File: config.mk
export PLATFORM = sky130hd
export DESIGN_NAME = instr_fetch
export DESIGN_NICKNAME = d
export VERILOG_FILES = /design/src/rtl/cpu_pkg.sv /design/src/rtl/fetch_buffer.sv /design/src/rtl/instr_fetch.sv
export SDC_FILE = /design/constraint.sdc
export NUM_CORES = 1
export LEC_CHECK = 0
export CELL_PAD_IN_SITES_DETAIL_PLACEMENT = 1
export CELL_PAD_IN_SITES_GLOBAL_PLACEMENT = 2
export CORE_ASPECT_RATIO = 1.1
export CORE_UTILIZATION = 30
export DETAILED_ROUTE_END_ITERATION = 7
export MAX_ROUTING_LAYER = met4
export PLACE_DENSITY = 0.77
export SLEW_MARGIN = 20
export SYNTH_ARGS = -nofsm -noshare
export SYNTH_HDL_FRONTEND = slang
export SYNTH_SLANG_ARGS = --single-unit
File: constraint.sdc
create_clock -name clk -period 5.1 [get_ports clk]
set_clock_uncertainty 0.05 [all_clocks]
set_input_delay 1.02 -clock clk [delete_from_list [all_inputs] [get_ports clk]]
set_output_delay 1.02 -clock clk [all_outputs]
set_load 0.05 [all_outputs]
File: src/rtl/cpu_pkg.sv
// Shared MIPS core constants and the fetch FSM state encoding (also used by
// the control FSM's debug display).
package cpu_pkg;

  localparam int unsigned ADDR_W   = 10;
  localparam int unsigned RESET_PC = 0;
  localparam int unsigned INSTR_W  = 32;

  typedef enum logic [1:0] {
    FETCH_REQ,
    FETCH_WAIT_SPACE,
    FETCH_DROP
  } fetch_state_e;

endpackage

File: src/rtl/fetch_buffer.sv
// Two-entry in-order FIFO of {instr, pc} with push/pop/flush and occupancy count.
// Head outputs are combinational from the head entry; flush overrides push/pop.
module fetch_buffer
  import cpu_pkg::*;
#(
  parameter int unsigned ADDR_W = cpu_pkg::ADDR_W
) (
  input  logic               clk_i,
  input  logic               rst_i,
  input  logic               push_i,
  input  logic               pop_i,
  input  logic               flush_i,
  input  logic [INSTR_W-1:0] instr_i,
  input  logic [ADDR_W-1:0]  pc_i,
  output logic [INSTR_W-1:0] instr_o,
  output logic [ADDR_W-1:0]  pc_o,
  output logic [1:0]         count_o
);

  logic [INSTR_W-1:0] instr_q [2];
  logic [ADDR_W-1:0]  pc_q    [2];
  logic               wr_q, rd_q;
  logic [1:0]         count_q;
  logic               do_push, do_pop;

  assign do_pop  = pop_i & (count_q != 2'd0);
  assign do_push = push_i & ~flush_i & ((count_q != 2'd2) | do_pop);

  always_ff @(posedge clk_i) begin
    if (rst_i) begin
      for (int unsigned i = 0; i < 2; i++) begin
        instr_q[i] <= '0;
        pc_q[i]    <= '0;
      end
      wr_q    <= 1'b0;
      rd_q    <= 1'b0;
      count_q <= '0;
    end else begin
      if (do_push) begin
        instr_q[wr_q] <= instr_i;
        pc_q[wr_q]    <= pc_i;
      end
      if (flush_i) begin
        wr_q    <= 1'b0;
        rd_q    <= 1'b0;
        count_q <= '0;
      end else begin
        wr_q    <= wr_q ^ do_push;
        rd_q    <= rd_q ^ do_pop;
        count_q <= count_q + {1'b0, do_push} - {1'b0, do_pop};
      end
    end
  end

  assign instr_o = instr_q[rd_q];
  assign pc_o    = pc_q[rd_q];
  assign count_o = count_q;

endmodule

File: src/rtl/instr_fetch.sv
// Instruction fetch unit: PC, imem req/ack master, 2-entry fetch buffer, redirect flush.
// Optional FETCH_PERF_EN adds saturating fetch/stall counters.
module instr_fetch
  import cpu_pkg::*;
#(
  parameter int unsigned ADDR_W   = cpu_pkg::ADDR_W,
  parameter int unsigned RESET_PC = cpu_pkg::RESET_PC
) (
  input  logic               clk,
  input  logic               reset,
  output logic               imem_req,
  output logic [ADDR_W-1:0]  imem_addr,
  input  logic               imem_ack,
  input  logic [INSTR_W-1:0] imem_rdata,
  input  logic               redirect,
  input  logic [ADDR_W-1:0]  redirect_pc,
  output logic               instr_valid,
  output logic [INSTR_W-1:0] instr,
  output logic [ADDR_W-1:0]  instr_pc,
  output logic [ADDR_W-1:0]  instr_pc4,
  input  logic               instr_ready
`ifdef FETCH_PERF_EN
  ,
  output logic [31:0]        perf_fetched,
  output logic [31:0]        perf_stall
`endif
);

  fetch_state_e      state_q, state_d;
  logic              req_q, req_d;
  logic [ADDR_W-1:0] addr_q, addr_d;
  logic [ADDR_W-1:0] fetch_pc_q, fetch_pc_d;
  logic [ADDR_W-1:0] target;
  logic [1:0]        count;
  logic              ack, pop, push;

  assign ack    = imem_ack & req_q;
  assign pop    = instr_valid & instr_ready;
  assign target = redirect_pc & ~ADDR_W'(3);

  always_comb begin
    state_d    = state_q;
    fetch_pc_d = fetch_pc_q;
    push       = 1'b0;
    unique case (state_q)
      FETCH_REQ: begin
        if (redirect) begin
          fetch_pc_d = target;
          state_d    = (req_q && !ack) ? FETCH_DROP : FETCH_REQ;
        end else if (ack) begin
          push       = 1'b1;
          fetch_pc_d = fetch_pc_q + ADDR_W'(4);
          if ({1'b0, count} + 3'd1 - {2'b0, pop} >= 3'd2) state_d = FETCH_WAIT_SPACE;
        end
      end
      FETCH_WAIT_SPACE: begin
        if (redirect) begin
          fetch_pc_d = target;
          state_d    = FETCH_REQ;
        end else if ({1'b0, count} - {2'b0, pop} < 3'd2) begin
          state_d = FETCH_REQ;
        end
      end
      FETCH_DROP: begin
        if (redirect) fetch_pc_d = target;
        if (ack) state_d = FETCH_REQ;
      end
      default: state_d = FETCH_REQ;
    endcase
    // DROP keeps the abandoned address on the bus until its ack arrives.
    req_d  = (state_d != FETCH_WAIT_SPACE);
    addr_d = (state_d == FETCH_DROP) ? addr_q : fetch_pc_d;
  end

  always_ff @(posedge clk) begin
    if (reset) begin
      state_q    <= FETCH_REQ;
      req_q      <= 1'b0;
      addr_q     <= ADDR_W'(RESET_PC);
      fetch_pc_q <= ADDR_W'(RESET_PC);
    end else begin
      state_q    <= state_d;
      req_q      <= req_d;
      addr_q     <= addr_d;
      fetch_pc_q <= fetch_pc_d;
    end
  end

  assign imem_req  = req_q;
  assign imem_addr = addr_q;

  fetch_buffer #(
    .ADDR_W(ADDR_W)
  ) u_buf (
    .clk_i   (clk),
    .rst_i   (reset),
    .push_i  (push),
    .pop_i   (pop),
    .flush_i (redirect),
    .instr_i (imem_rdata),
    .pc_i    (addr_q),
    .instr_o (instr),
    .pc_o    (instr_pc),
    .count_o (count)
  );

  assign instr_valid = (count != 2'd0);
  assign instr_pc4   = instr_pc + ADDR_W'(4);

`ifdef FETCH_PERF_EN
  logic [31:0] perf_fetched_q, perf_stall_q;

  always_ff @(posedge clk) begin
    if (reset) begin
      perf_fetched_q <= '0;
      perf_stall_q   <= '0;
    end else begin
      if (push && perf_fetched_q != '1) perf_fetched_q <= perf_fetched_q + 32'd1;
      if (instr_ready && !instr_valid && perf_stall_q != '1) perf_stall_q <= perf_stall_q + 32'd1;
    end
  end

  assign perf_fetched = perf_fetched_q;
  assign perf_stall   = perf_stall_q;
`else
  // Counters are absent in this build; fetch behaviour is unchanged.
`endif

endmodule

; Word level (Yosys, flattened, before mapping)
; Memory sizes are Yosys's and may differ from the RTL's. A register that Yosys moved wholly into a read port is not among the register bits.
; Index checks and enable logic that the tools add are counted.
[word_totals]
n_memories = 2
reg_bits = 27
ramBits = 84
out_inout_bits = 64
[classes]
reduce_logical = 8
n_mux = 28
n_addsub = 7
magnitude_cmp = 2
n_eq_ne = 5
bitwise = 9
[mem_list]
columns = name, words, width, read_ports, rd_clocked_by_memory_dff, write_ports, line
row1 = u_buf.instr_q, 2, 32, 1, 1, 2, fetch_buffer.sv:20  ; logic [INSTR_W-1:0] instr_q [2];
row2 = u_buf.pc_q, 2, 10, 1, 1, 2, fetch_buffer.sv:21  ; logic [ADDR_W-1:0] pc_q [2];
[ops]
columns = op, n
row1 = $mux W10, 4
row2 = $mux W32, 1
row3 = $reduce_or A32 Y1, 1
row4 = $add A10 B3 Y10 const B, 2
row5 = $pmux W10 S2, 1
row6 = $mux W1, 14
row7 = $mux W2, 7
row8 = $reduce_or A10 Y1, 1
row9 = $pmux W2 S3, 1
row10 = $and A1 B1 Y1, 5
row11 = $eq A2 B2 Y1 const B, 2
row12 = $reduce_or A2 Y1, 2
row13 = $add A2 B1 Y3 const B, 1
row14 = $ge A3 B2 Y1 const B, 1
row15 = $lt A3 B2 Y1 const B, 1
row16 = $sub A2 B1 Y3, 1
row17 = $sub A3 B1 Y3, 1
row18 = $add A2 B1 Y2, 1
row19 = $eq A2 B1 Y1 const B, 1
row20 = $logic_not A2 Y1, 1
row21 = $ne A2 B1 Y1 const B, 1
row22 = $ne A2 B2 Y1 const B, 1
row23 = $reduce_bool A2 Y1, 1
row24 = $sub A2 B1 Y2, 1
row25 = other kinds (5), 6

; Logic depth before layout (Yosys ltp)
[logic_depth]
depth_word = 11
mapped_depth = 9
ltp_nobuf = 9

; Cells and area by module
; A second synthesis with hierarchy kept.
[hier_totals]
cells_unflattened = 463
area_unflattened_um2 = 5546.6
[modules_own_cells]
columns = mod, seq_area_each_um2, area_per_inst_um2, cells_per_inst, instances
row1 = fetch_buffer, 2602.5, 3965.1, 296, 1
row2 = instr_fetch, 460.4, 1581.5, 167, 1

; Worst setup path after synthesis
; No wires, ideal clock.
[synth_timing]
path_kind = input to register
start = in redirect
end = mem u_buf.instr_q[0][0], enable pin
arrival_time_ns = 4.425
setup_ns = 0.500
required_time_ns = 4.550
setup_slack_ns = 0.126
path_buffers = 0
cell_stages = 3
cell_sequence = nand4b_1 > nand2b_1 > o21ai_0
[synth_rtl]
columns = element, line
row1 = from (decl), instr_fetch.sv:15  ; input logic redirect,
row2 = to (decl), fetch_buffer.sv:20

==> results.md <==
- Crit-path cells: mux2i_1 -> inv_1 -> ha_1 -> o21ai_0 -> xnor2_1 -> clkdlybuf4s50_1
- # IOs: 111
- Min-delay worst type: reg -> reg
- Total Routing Usage GR: 0.153
- Crit path launch type: flop
- DRT antenna net count: 0
- Sw Share: 0.272
- EDFF count, synth: 84
- IO Port Bufs: 108
- Fin crit share: 0.786
- CP max FO: 29
- PostCTS Resize Cnt: 0
- Initial Util: 0.311
- Power share of the clock group: 0.320
- Routed WL per cell: 16.8 um
- FF-to-FF setup slack: 2390 ps
- CP max stage cell: clkdlybuf4s50_1
- Final setup viols: 0
- DRC: 0
- Fin area: 6780 um^2
- Full die area: 17,800 um^2
- Leading area contributor after synthesis: edfxtp_1
- Die width: 127 um
- Combinational share of power: 0.167
- Worst Tran Pin Value: 734 ps
- Initial antenna violation count: 0
- Post-DP Area: 6520 um^2
- 1st-iter DRT viols: 146
- Skew-Pair Late Insertion Delay: 350 ps
- Min Clock Period, post-route: 4010 ps
- FFs w/ async S/R, synth: 0
- Row cnt: 49
- Critical Path RT: 4030 ps
- Nets: 571
- Worst hold stages: 1
- Avg Vias per Cell: 4.64
- Die Y: 140 um
- Reg-to-reg endpoint: u_buf.instr_q[1][25]
- Max IR drop VDD: 0.166 mV
- CP arrival: 2940 ps
- Worst stage delay on the critical path: 830 ps
- First-pass iteration count of the detailed router: 6
- CTS root buffer: clkbuf_16
- Hold Path End: fetch_pc_q[0]
- Seq/Total Area, Yosys: 0.592
- Largest net degree at the start of global routing: 43
- R2R depth: 8
- Synth warnings: 0
- Largest cells by area after synthesis: edfxtp_1 (49%), and2_1 (11%), dfxtp_1 (10%), mux2_2 (10%), xnor2_1 (2.2%)
- Share of the synthesized area in the top cell type: 0.488
- Vias: 3,479
- Clk sinks: 111
- Synth Instances: 410
- Final Power: 2020 uW
- Setup bufs post-CTS: 0
- Number of max-cap violations: 0
- Leakage: 0.00250 uW
- Pwr dens: 298 nW/um^2
- Grt ovf: 0
- Drt total wl: 12,600 um
- Netlist Area Pre-Place: 5170 um^2
- Buffer depth of the longest clock path: 2
- Main flop type after synthesis: edfxtp_1
- Yosys cell types: 47
- First-pass GRT wire length: 20,200 um
- Area Overhead vs Synth: 31.2%
- Hold Fails Final Rpt: 0
- Int Pwr: 1470 uW
- Path type of the worst setup path: reg -> out
- Routability cong.: 0.777
- Mapped Nets: 465
- CTS buffer count: 9
- RSZ-0062 raised after global routing: false
- Clk pin slew, worst setup/hold paths: 70 ps
- Inserted Diodes: 0
- Core Area: 16,600 um^2
- Seq cells post-synth: 111
- Crit path capture type: output port
- Avg Synthesized Cell Area: 12.6 um^2
- Sequential share of power: 0.513
- Hold buffers post-CTS: 0
- Max Clock Freq: 250 MHz
- Net Sw Power: 549 uW
- TritonCTS clock tree: built
- Slew headroom: 0.511
- Cell with the most instances after synthesis: and2_1
- Share of cells above drive strength 1: 0.146
- Fin Setup TNS: 0 ps
- Outcome: finished, final reports clean
- Vias in the first global route: 3,826
- Max-slew violation count: 0
- DP Wirelength: 8490 um
- CTS H-Tree Depth: 3
- R2R Path Start: state_q[1]
- Min-delay src: fetch_pc_q[0]
- Most frequent cells after synthesis: and2_1 (88), edfxtp_1 (84), mux2_2 (48)
## kinds of logic after synthesis
family                   count (synthesis)  synth area share
AND/OR/NAND/NOR                        149             0.170
adder cells (fa/ha/maj)                  8            0.0194
XOR/XNOR                                14            0.0237
AO/OA/AOI/OAI                           40            0.0547
buffers and inverters                   37            0.0298
flip-flops                             111             0.592
multiplexers                            51             0.110
## critical path, delay by kind of cell, from the launching register on
kind,cells,cell delay [ps]
buf+inv,2,910
flops,1,800
mux,1,320
fa+ha+maj,1,260
xor+xnor,1,160
compound gates,1,120
## power by group through the flow
stage	Clock [uW]	Combinational [uW]	Sequential, uW
2_1_floorplan	0	189	1070
3_3_place_gp	0	336	1050
3_5_place_dp	0	339	1060
4_1_cts	671	341	1040
5_1_grt	699	356	1040
6_report	647	337	1040
## cell type report
type	instances	area (um^2)
Clock buffer	9	225
Clock inverter	7	40.0
Fill cell	1761	9830
Inverter	18	67.6
Multi-Input combinational cell	262	1970
Sequential cell	111	3060
Tap cell	229	287
Timing Repair Buffer	114	1130
## through the flow
stage	util	setup slack, ps	instances	hold WS [ps]
after floorplan	-	126	410	374
after global placement	0.392	1290	734	389
after detailed placement	0.392	1200	734	406
after CTS	0.408	992	750	428
after global routing	0.408	859	750	446
final	0.408	1090	750	420
## metal layers
| metal | up-vias | global-route usage | part of all wire |
|---|---|---|---|
| met4 | 0 | 0.0583 | 0.015 |
| met3 | 12 | 0.0277 | 0.045 |
| met2 | 87 | 0.262 | 0.50 |
| li1 | 1667 | - | - |
| met5 | - | - | 0 |
| met1 | 1713 | 0.178 | 0.44 |
## worst max-delay path by stage
stage / start / endpoint / slack, ps
after floorplan: redirect / u_buf.instr_q[0][0] / 130
after global placement: redirect / u_buf.instr_q[1][29] / 1290
after detailed placement: redirect / u_buf.instr_q[1][17] / 1200
after CTS: u_buf.rd_q / instr_pc4[6] / 990
after global routing: u_buf.rd_q / instr_pc4[6] / 860
final: u_buf.rd_q / instr_pc4[6] / 1090
## state kept, by name (all words and copies together), names as in the netlist
signal         count
imem_addr         10
u_buf.rd_q         1
imem_req           1
fetch_pc_q        10
u_buf.wr_q         1
state_q            2
u_buf.pc_q        20
u_buf.instr_q     64
u_buf.count_o      2
## placed cells by master (no fill, tap or decap), types with 2 or more instances in the layout
cell type          n
a21oi_1            9
a22oi_1            3
a31oi_1            2
a32oi_1            2
and2_1            88
and3_1             5
buf_4              6
clkbuf_16          9
clkdlybuf4s50_1  108
clkinv_1           2
clkinv_2           3
clkinv_4           2
dfxtp_1           26
edfxtp_1          84
ha_1               8
inv_1             16
inv_2              2
mux2_2            48
mux2i_1            3
nand2_1           10
nand2b_1           4
nand3_1            6
nand4_1            2
nor2_1             7
nor2b_1           12
nor3_1             5
o211ai_1           2
o21ai_0            6
o22ai_1            4
or3_1              2
xnor2_1           13
Power figures use the tool's default switching activity.
==> patch, RTL diff (config.mk and constraints unchanged) <==
The option `FETCH_PERF_EN` is turned on by a define.
--- a/src/rtl/instr_fetch.sv
+++ b/src/rtl/instr_fetch.sv
@@ -2,2 +2,4 @@
 // Optional FETCH_PERF_EN adds saturating fetch/stall counters.
+`define FETCH_PERF_EN
+
 module instr_fetch
Formal check against the unedited RTL (old outputs only; new: perf_fetched and perf_stall): equivalent (Yosys induction, for registers that start in step).
==> patch against the original RTL <==
Power increased by 60%; worst setup slack got worse by 0.19 ns; combinational power increased by 12%; routed wire length increased by 85%; first-iteration DRC count increased by 77%; final area increased by 66%; die area increased by 65%; critical path depth unchanged; sequential cell count increased by 64; area after synthesis increased by 66%; largest cell class unchanged.
==> patch: results (changes against the original RTL) <==
[synthesis]
syn_area_per_cell_um2=10.53  ; -17%
synth_seq_cells=175  ; +58%
synth_commonest_cells=94 x and2_1, 91 x dfxtp_1, 84 x edfxtp_1, 53 x mux2_2, 47 x a21oi_1
synth-compound-area-share_pct=10.08  ; +4.6 points

[setup_path]
cp_max_fo=24  ; -17%
max_stage_delay_ns=0.81  ; -0.02 ns
r2r_end=perf_fetched[31]

[status]
outcome=complete, no violations

[route]
wl_met3_mm=1.281  ; +130%
wl_met1_mm=10.64  ; +93%
via_count=6831  ; +96%
first_pass_iters=4  ; -2

[grt]
first_global_vias=6988  ; +83%
grt_use_met3_pct=4.166  ; +1.4 points
grt_pass1_wl_mm=36.83  ; +82%
grt_max_degree=56  ; +30%

[placement]
place_inst=1321  ; +80%
numPortBuffers=172  ; +59%

[timing]
relSlewSlack_pct=49.60  ; -1.5 points
holdWs_ns=0.4090  ; -0.01122 ns

[final_layout]
num-multi-input-gates=577  ; +120%
fillers=3111  ; +77%
n_all_buffers=185  ; +62%
area_growth_pct=31.28  ; about the same
final-seq-area_mm2=0.004345  ; +42%

[power]
power_frac_clock_pct=40.8  ; +8.8 points
cellLeakagePower_nw=3.927  ; +57%
power.density_mw_per_mm2=287.6  ; -3.4%

[clocking]
cts_max_level=4  ; +1
clk_latency_ns=0.43  ; +0.08 ns

[patch: cell types whose count changed in the layout (fill, tap and decap cells not counted), sizes merged, moves of 10 or more]
cell and change:
nand4 +13, nor2b +10, nor2 +32, nand2 +29
inv +13, dfxtp +64, o31ai +10, clkdlybuf4s50 +63
or4 +12, xnor2 +10, or3 +22, nand3 +23
a21oi +38, o21ai +16
[patch: how the worst max path moves through the flow]
| stage | start | endpoint | slack [ns] | depth (start not counted) |
|---|---|---|---|---|
| 6_report | u_buf.rd_q | instr_pc4[9] | 0.90 | 6 |
| 5_1_grt | u_buf.rd_q | instr_pc4[9] | 0.64 | 6 |
| 4_1_cts | u_buf.rd_q | instr_pc4[9] | 0.84 | 6 |
| 3_5_place_dp | redirect | perf_fetched[31] | 1.14 | 7 |
| 3_3_place_gp | redirect | u_buf.instr_q[0][2] | 1.21 | 7 |
| 2_1_floorplan | u_buf.rd_q | instr_pc4[8] | 0.65 | 7 |
